==> src/rtl/led_pkg.sv <==
// Shared types and brightness thresholds for the LED brightness controller.
// prog_jasnosci(n, cnt_w) gives the PWM duty threshold of level n.
package led_pkg;

  typedef logic [1:0] poziom_t;

  localparam poziom_t POZIOM_MIN = 2'd0;
  localparam poziom_t POZIOM_MAX = 2'd3;

  // floor(2^cnt_w * 0.1 * 10^(n/3)), factors scaled by 1e9;
  // level 3 is the full period (LED constantly on).
  function automatic logic [31:0] prog_jasnosci(
    input int n,
    input int cnt_w
  );
    logic [63:0] pelny;
    logic [63:0] k;
    pelny = 64'd1 << cnt_w;
    k = 64'd0;
    case (n)
      0: k = 64'd100000000;
      1: k = 64'd215443469;
      2: k = 64'd464158883;
      default: return pelny[31:0];
    endcase
    return 32'((pelny * k) / 64'd1000000000);
  endfunction

endpackage

==> src/rtl/led_pwm_gen.sv <==
// PWM generator: free-running counter, period-end strobe, registered compare.
// Ports: in_clk, in_rst_n, in_duty (CNT_W+1 b), out_led, out_koniec.
module led_pwm_gen #(
  parameter int CNT_W = 16
) (
  input  logic           in_clk,
  input  logic           in_rst_n,
  input  logic [CNT_W:0] in_duty,
  output logic           out_led,
  output logic           out_koniec
);

  logic [CNT_W-1:0] cnt;

  always_ff @(posedge in_clk or negedge in_rst_n) begin
    if (!in_rst_n) begin
      cnt     <= '0;
      out_led <= 1'b0;
    end else begin
      cnt     <= cnt + 1'b1;
      out_led <= ({1'b0, cnt} < in_duty);
    end
  end

  // High on the last count; a duty loaded here applies from count 0.
  assign out_koniec = &cnt;

endmodule

==> src/rtl/led_jasnosc_sterownik.sv <==
// Button brightness controller: debounce, 0..3 level, duty ramp, PWM.
// Ports: in_clk, in_rst_n, in_przycisk_plus/minus, out_led, out_poziom,
// out_zajety. Macro LED_FADE_EN enables gradual duty ramping.
module led_jasnosc_sterownik
  import led_pkg::*;
#(
  parameter int CNT_W           = 16,
  parameter int DEBOUNCE_CYCLES = 100000,
  parameter int FADE_STEP       = 256
) (
  input  logic    in_clk,
  input  logic    in_rst_n,
  input  logic    in_przycisk_plus,
  input  logic    in_przycisk_minus,
  output logic    out_led,
  output poziom_t out_poziom,
  output logic    out_zajety
);

  localparam int DB_W = $clog2(DEBOUNCE_CYCLES + 1);

  localparam logic [CNT_W:0] THR0 = (CNT_W+1)'(prog_jasnosci(0, CNT_W));
  localparam logic [CNT_W:0] THR1 = (CNT_W+1)'(prog_jasnosci(1, CNT_W));
  localparam logic [CNT_W:0] THR2 = (CNT_W+1)'(prog_jasnosci(2, CNT_W));
  localparam logic [CNT_W:0] THR3 = (CNT_W+1)'(prog_jasnosci(3, CNT_W));

`ifdef LED_FADE_EN
  localparam int KROK = FADE_STEP;
`else
  // A step covering the whole duty range makes every update snap
  // straight onto the target.
  localparam int KROK = (FADE_STEP > 2 ** (CNT_W + 1)) ?
                        FADE_STEP : 2 ** (CNT_W + 1);
`endif

  localparam logic [CNT_W+1:0] STEP = (CNT_W+2)'(KROK);

  logic [1:0] przyciski;
  logic [1:0] zdarzenie;

  assign przyciski = {in_przycisk_minus, in_przycisk_plus};

  for (genvar i = 0; i < 2; i++) begin : g_db
    logic [1:0]      sync;
    logic [DB_W-1:0] licz;
    logic            stan;
    logic            stan_q;

    always_ff @(posedge in_clk or negedge in_rst_n) begin
      if (!in_rst_n) begin
        sync   <= '0;
        licz   <= '0;
        stan   <= 1'b0;
        stan_q <= 1'b0;
      end else begin
        sync   <= {sync[0], przyciski[i]};
        stan_q <= stan;
        if (sync[1] == stan) begin
          licz <= '0;
        end else if (licz == DB_W'(DEBOUNCE_CYCLES - 1)) begin
          stan <= sync[1];
          licz <= '0;
        end else begin
          licz <= licz + 1'b1;
        end
      end
    end

    assign zdarzenie[i] = stan & ~stan_q;
  end

  logic    tylko_plus;
  logic    tylko_minus;
  poziom_t poziom;

  assign tylko_plus  = zdarzenie[0] & ~zdarzenie[1];
  assign tylko_minus = zdarzenie[1] & ~zdarzenie[0];

  always_ff @(posedge in_clk or negedge in_rst_n) begin
    if (!in_rst_n) begin
      poziom <= POZIOM_MIN;
    end else begin
      unique case (1'b1)
        tylko_plus && (poziom != POZIOM_MAX):
          poziom <= poziom + 2'd1;
        tylko_minus && (poziom != POZIOM_MIN):
          poziom <= poziom - 2'd1;
        default: ;
      endcase
    end
  end

  logic [CNT_W:0] cel;

  always_comb begin
    cel = THR0;
    unique case (poziom)
      2'd0: cel = THR0;
      2'd1: cel = THR1;
      2'd2: cel = THR2;
      2'd3: cel = THR3;
    endcase
  end

  logic [CNT_W:0]   duty;
  logic [CNT_W:0]   duty_nast;
  logic [CNT_W+1:0] d_ext;
  logic [CNT_W+1:0] c_ext;
  logic [CNT_W+1:0] w_gore;
  logic [CNT_W+1:0] w_dol;
  logic             koniec;

  assign d_ext  = {1'b0, duty};
  assign c_ext  = {1'b0, cel};
  assign w_gore = d_ext + STEP;
  assign w_dol  = d_ext - STEP;

  always_comb begin
    duty_nast = duty;
    if (duty < cel) begin
      duty_nast = (w_gore > c_ext) ? cel : w_gore[CNT_W:0];
    end else if (duty > cel) begin
      duty_nast = (d_ext < c_ext + STEP) ? cel : w_dol[CNT_W:0];
    end
  end

  always_ff @(posedge in_clk or negedge in_rst_n) begin
    if (!in_rst_n) begin
      duty <= THR0;
    end else if (koniec) begin
      duty <= duty_nast;
    end
  end

  led_pwm_gen #(
    .CNT_W(CNT_W)
  ) u_pwm (
    .in_clk    (in_clk),
    .in_rst_n  (in_rst_n),
    .in_duty   (duty),
    .out_led   (out_led),
    .out_koniec(koniec)
  );

  assign out_poziom = poziom;
  assign out_zajety = (duty != cel);

endmodule
==> config.mk <==
export PLATFORM = sky130hd
export DESIGN_NAME = led_jasnosc_sterownik
export DESIGN_NICKNAME = d
export VERILOG_FILES = /design/src/rtl/led_pkg.sv /design/src/rtl/led_pwm_gen.sv /design/src/rtl/led_jasnosc_sterownik.sv
export SDC_FILE = /design/constraint.sdc
export NUM_CORES = 1
export LEC_CHECK = 0
export ABC_AREA = 1
export BUFFER_PORTS_ARGS = -buffer_cell sky130_fd_sc_hd__buf_2
export CELL_PAD_IN_SITES_DETAIL_PLACEMENT = 0
export CELL_PAD_IN_SITES_GLOBAL_PLACEMENT = 1
export CORE_MARGIN = 4
export CORE_UTILIZATION = 51
export DETAILED_ROUTE_END_ITERATION = 8
export PLACE_DENSITY = 0.95
export SLEW_MARGIN = 20
export SYNTH_ARGS = -nofsm -noshare
export SYNTH_HDL_FRONTEND = slang
export SYNTH_HIERARCHICAL = 1
export SYNTH_SLANG_ARGS = --single-unit
==> constraint.sdc <==
create_clock -name in_clk -period 4.1 [get_ports in_clk]
set_clock_uncertainty 0.15 [all_clocks]
set_input_delay 0.82 -clock in_clk [delete_from_list [all_inputs] [get_ports in_clk]]
set_output_delay 0.82 -clock in_clk [all_outputs]
set_load 0.005 [all_outputs]
==> out/summary.log <==
qor: setup_path.crit_chain inv_1 > ha_1 > inv_1 > ha_1 > nand3_1 > nor2_1 > nand2_1 > buf_2
qor: placed_design.placed_cells_incl_taps 642
qor: power_and_ir_drop.leakagePower 2.18 nW
qor: run_status.run_status completed
qor: synth.ys_seq_area_share 41.2%
qor: sta.setup_violations 0
qor: clock_network.cts_hold_buffers 0
qor: setup_path.crit_required 3.13 ns
qor: detailed_routing.postRouteWirelength 7850 um
qor: synth.netlist-cell-type-count 34
qor: sta.hold_violations 0
qor: sta.slew_violations 0
qor: setup_path.worst_setup_path_end_kind output pin
qor: power_and_ir_drop.power.ir.vdd_worst 0.176 mV
qor: floorplan.die_width 98.8 um
qor: clock_network.cts_tree yes
qor: setup_path.crit_type reg2out
qor: floorplan.io-pin-count 8
qor: floorplan.fp.dieArea 0.00976 sq mm
qor: setup_path.worstReg2RegStart out_poziom[0]$_DFFE_PN0P_
qor: global_route.number_of_global_route_vias_before_repair 3294
qor: synth.synth-simple-area-share 33.0%
qor: setup_path.critical_path.startpoint_type flop
qor: synth.synth-warning-count 6
qor: synth.asyncSetResetFlopFracSynth 100%
qor: detailed_routing.drc 0
qor: sta.totalNegativeSetupSlack 0 ns
qor: power_and_ir_drop.p_per_area 274 mW/mm^2
qor: global_route.wire_length_of_the_first_global_routing_pass 14200 um
qor: synth.number_of_synthesized_flops_with_an_enable_pin 0
qor: worst_hold_path.min-delay-start g_db[0].sync[0]$_DFF_PN0_
qor: worst_hold_path.min-delay-path-class reg2reg
qor: clock_network.cts.htree.levels 3
qor: synth.synth_top_family_by_area simple AND/OR/NAND/NOR gates
qor: finish.num-nets-final 587
qor: placed_design.io_buffer_count 7
qor: finish.share_of_cells_above_drive_strength_1 11.7%
qor: sta.max_clock_freq 342 MHz
qor: finish.layoutNonFillerInstCount 656
qor: placed_design.routabilityCongestion 0.904
qor: floorplan.initial_utilization 53.3%
qor: placed_design.preCtsSetupSlack 1.53 ns
qor: sta.period_needed 2.92 ns
qor: global_route.grt_max_degree 28
qor: power_and_ir_drop.p_total 1.25 mW
qor: synth.synth_seq_cells 69
qor: detailed_routing.detail_route.vias_per_cell 5.08
qor: detailed_routing.wl_per_cell 12.0 um
qor: detailed_routing.via_count 3335
qor: detailed_routing.final_antenna_net_count 0
qor: finish.multiInputGateArea 0.00213 sq mm
qor: clock_network.cts_made_buffers 9
qor: detailed_routing.drt_first_iter_violations 100
qor: finish.regArea 0.00173 sq mm
qor: sta.setup_slack 1.18 ns
qor: detailed_routing.first_pass_iters 4
qor: synth.area_fraction_in_compound_gates_after_synthesis 2.47%
qor: synth.synth-xor-area-share 5.42%
qor: synth.multiplexer_share_of_the_synthesized_area 0.268%
qor: placed_design.dpl.hpwl 6130 um
qor: synth.post_synth_instance_area 0.00420 sq mm
qor: clock_network.clock_transition_at_the_registers_of_the_reported_paths 0.07 ns
qor: clock_network.insertion_delay 0.34 ns
qor: clock_network.cts_buffer_depth 2
qor: sta.rsz0062_at_grt no
qor: synth.postSynthNetCount 567
qor: run.max_cap_violations 0
qor: synth.synth_area_in_adders 9.53%
qor: finish.area_growth 8.60%
qor: floorplan.area_of_the_core 0.00789 sq mm
qor: floorplan.rows 32
qor: setup_path.maximum_fanout_count_along_the_critical_path 6
qor: clock_network.cts_resized 0
qor: clock_network.root_buffer sky130_fd_sc_hd__clkbuf_8
qor: floorplan.fp.dieH 98.8 um
qor: sta.final_min_period_over_clock_period 71.3%
qor: global_route.overall_routing_resource_usage 17.5%
qor: synth.ys.flop_type sky130_fd_sc_hd__dfrtp_1
qor: synth.synth.avg_cell_area 7.91 sq um
qor: setup_path.cp.arrival 1.95 ns
qor: setup_path.critical_path.slowest_cell sky130_fd_sc_hd__dfrtp_1
qor: clock_network.post_cts.repair.setup_buffers 0
qor: clock_network.cts_num_sinks 69
qor: setup_path.crit_path_start out_poziom[0]$_DFFE_PN0P_
qor: global_route.globalRouteOverflowTotal 0
qor: setup_path.crit_path_max_incr_delay 0.45 ns
qor: finish.diodes 0
qor: finish.fill_cells 725
qor: global_route.antenna_found_initial 0
qor: synth.synthesis.instances 531
Yosys cell counts (2+ instances only):
cell | n | share of area [%]
sky130_fd_sc_hd__ha_1 | 32 | 9.5
sky130_fd_sc_hd__xor2_1 | 25 | 5.2
sky130_fd_sc_hd__nand3b_1 | 3 | 0.54
sky130_fd_sc_hd__inv_2 | 9 | 0.80
sky130_fd_sc_hd__nand2_1 | 114 | 10
sky130_fd_sc_hd__nor2_1 | 76 | 6.8
sky130_fd_sc_hd__nand2_2 | 7 | 1.0
sky130_fd_sc_hd__o21ai_1 | 2 | 0.24
sky130_fd_sc_hd__nand2_4 | 2 | 0.54
sky130_fd_sc_hd__nor2_4 | 2 | 0.54
sky130_fd_sc_hd__nor3_2 | 4 | 0.95
sky130_fd_sc_hd__nor3_1 | 19 | 2.3
sky130_fd_sc_hd__nor3_4 | 2 | 0.77
sky130_fd_sc_hd__a21oi_1 | 10 | 1.2
sky130_fd_sc_hd__nor3b_1 | 3 | 0.54
sky130_fd_sc_hd__nor3b_2 | 2 | 0.60
sky130_fd_sc_hd__o21ai_0 | 4 | 0.48
sky130_fd_sc_hd__inv_1 | 80 | 7.1
sky130_fd_sc_hd__nand4_1 | 14 | 2.1
sky130_fd_sc_hd__nor2_2 | 7 | 1.0
sky130_fd_sc_hd__nor4_1 | 5 | 0.74
sky130_fd_sc_hd__dfstp_2 | 4 | 2.5
sky130_fd_sc_hd__nand3_1 | 29 | 3.5
sky130_fd_sc_hd__dfrtp_1 | 65 | 39
sky130_fd_sc_hd__nand3_2 | 2 | 0.48
per-layer routing:
metal,vias to the layer above,GRT usage (%),wire [um]
met5,-,0,0
met4,0,6.62,102
met3,13,3.96,214
met2,43,28.2,3670
met1,1555,23.1,3870
li1,1724,-,-
worst max-delay path, delay by kind of cell, from the launching register on:
| family | cells | cell delay (ns) |
|---|---|---|
| buf+inv | 3 | 0.29 |
| simple gates | 3 | 0.29 |
| flops | 1 | 0.45 |
| fa+ha+maj | 2 | 0.61 |
final timing paths:
check | endpoint | slack [ns] | depth (start not counted)
setup / recovery | out_zajety | 1.18 | 8
hold / removal | g_db[0].sync[1]$_DFF_PN0_ | 0.20 | 0
setup reg to reg | duty[14]$_DFFE_PN0P_ | 1.81 | 14
hold reg to reg | g_db[0].sync[1]$_DFF_PN0_ | 0.20 | 0
max in group asynchronous | u_pwm/cnt[2]$_DFF_PN0_ | 2.79 | 2
min in group asynchronous | u_pwm/cnt[15]$_DFF_PN0_ | 0.28 | 1
cell families (layout without fill, tap and decap cells):
group	count (synthesis)	count (layout)
other	1	1
buffers and inverters	90	113
multiplexers	1	1
adder cells (fa/ha/maj)	32	32
flip-flops	69	69
XOR/XNOR	26	26
AND/OR/NAND/NOR	293	293
AO/OA/AOI/OAI	19	19
layout make-up:
| cell class | count | share of cell area [%] |
|---|---|---|
| Tap cell | 102 | 2.80 |
| Clock inverter | 2 | 0.768 |
| Timing Repair Buffer | 10 | 1.26 |
| Clock buffer | 12 | 3.18 |
| Inverter | 89 | 7.32 |
| Multi-Input combinational cell | 372 | 46.7 |
| Sequential cell | 69 | 37.9 |
registers in the layout, summed over array words and instances (netlist names):
signal and count:
u_pwm/out_led 1, g_db.sync 4, out_poziom 2, g_db.stan_q 2
g_db.stan 2, g_db.licz 34, u_pwm/cnt 16, duty 8
where the power goes:
| group | switching [mW] | internal, mW | total (mW) |
|---|---|---|---|
| clock | 0.234 | 0.291 | 0.525 |
| sequential | 0.00469 | 0.688 | 0.693 |
| combinational | 0.0260 | 0.00856 | 0.0345 |
through the flow:
stage          hold slack (ns)  cell area (sq um)  util (%)
2_1_floorplan            0.181               4200         -
5_1_grt                  0.221               4560      57.9
3_5_place_dp             0.193               4380      55.6
4_1_cts                  0.204               4560      57.9
3_3_place_gp             0.185               4380      55.6
6_report                 0.200               4560      57.9
cells in the final DEF, fill, tap and decap left out, drive strengths merged:
| cell type | instances |
|---|---|
| a21o | 1 |
| a21oi | 11 |
| buf | 10 |
| bufinv | 1 |
| clkbuf | 12 |
| clkinv | 1 |
| conb | 1 |
| dfrtp | 65 |
| dfstp | 4 |
| ha | 32 |
| inv | 89 |
| mux2 | 1 |
| nand2 | 123 |
| nand3 | 31 |
| nand3b | 3 |
| nand4 | 15 |
| nor2 | 85 |
| nor3 | 25 |
| nor3b | 5 |
| nor4 | 5 |
| o21a | 1 |
| o21ai | 6 |
| or2 | 1 |
| xnor2 | 1 |
| xor2 | 25 |
(Power assumes the default switching activity.)
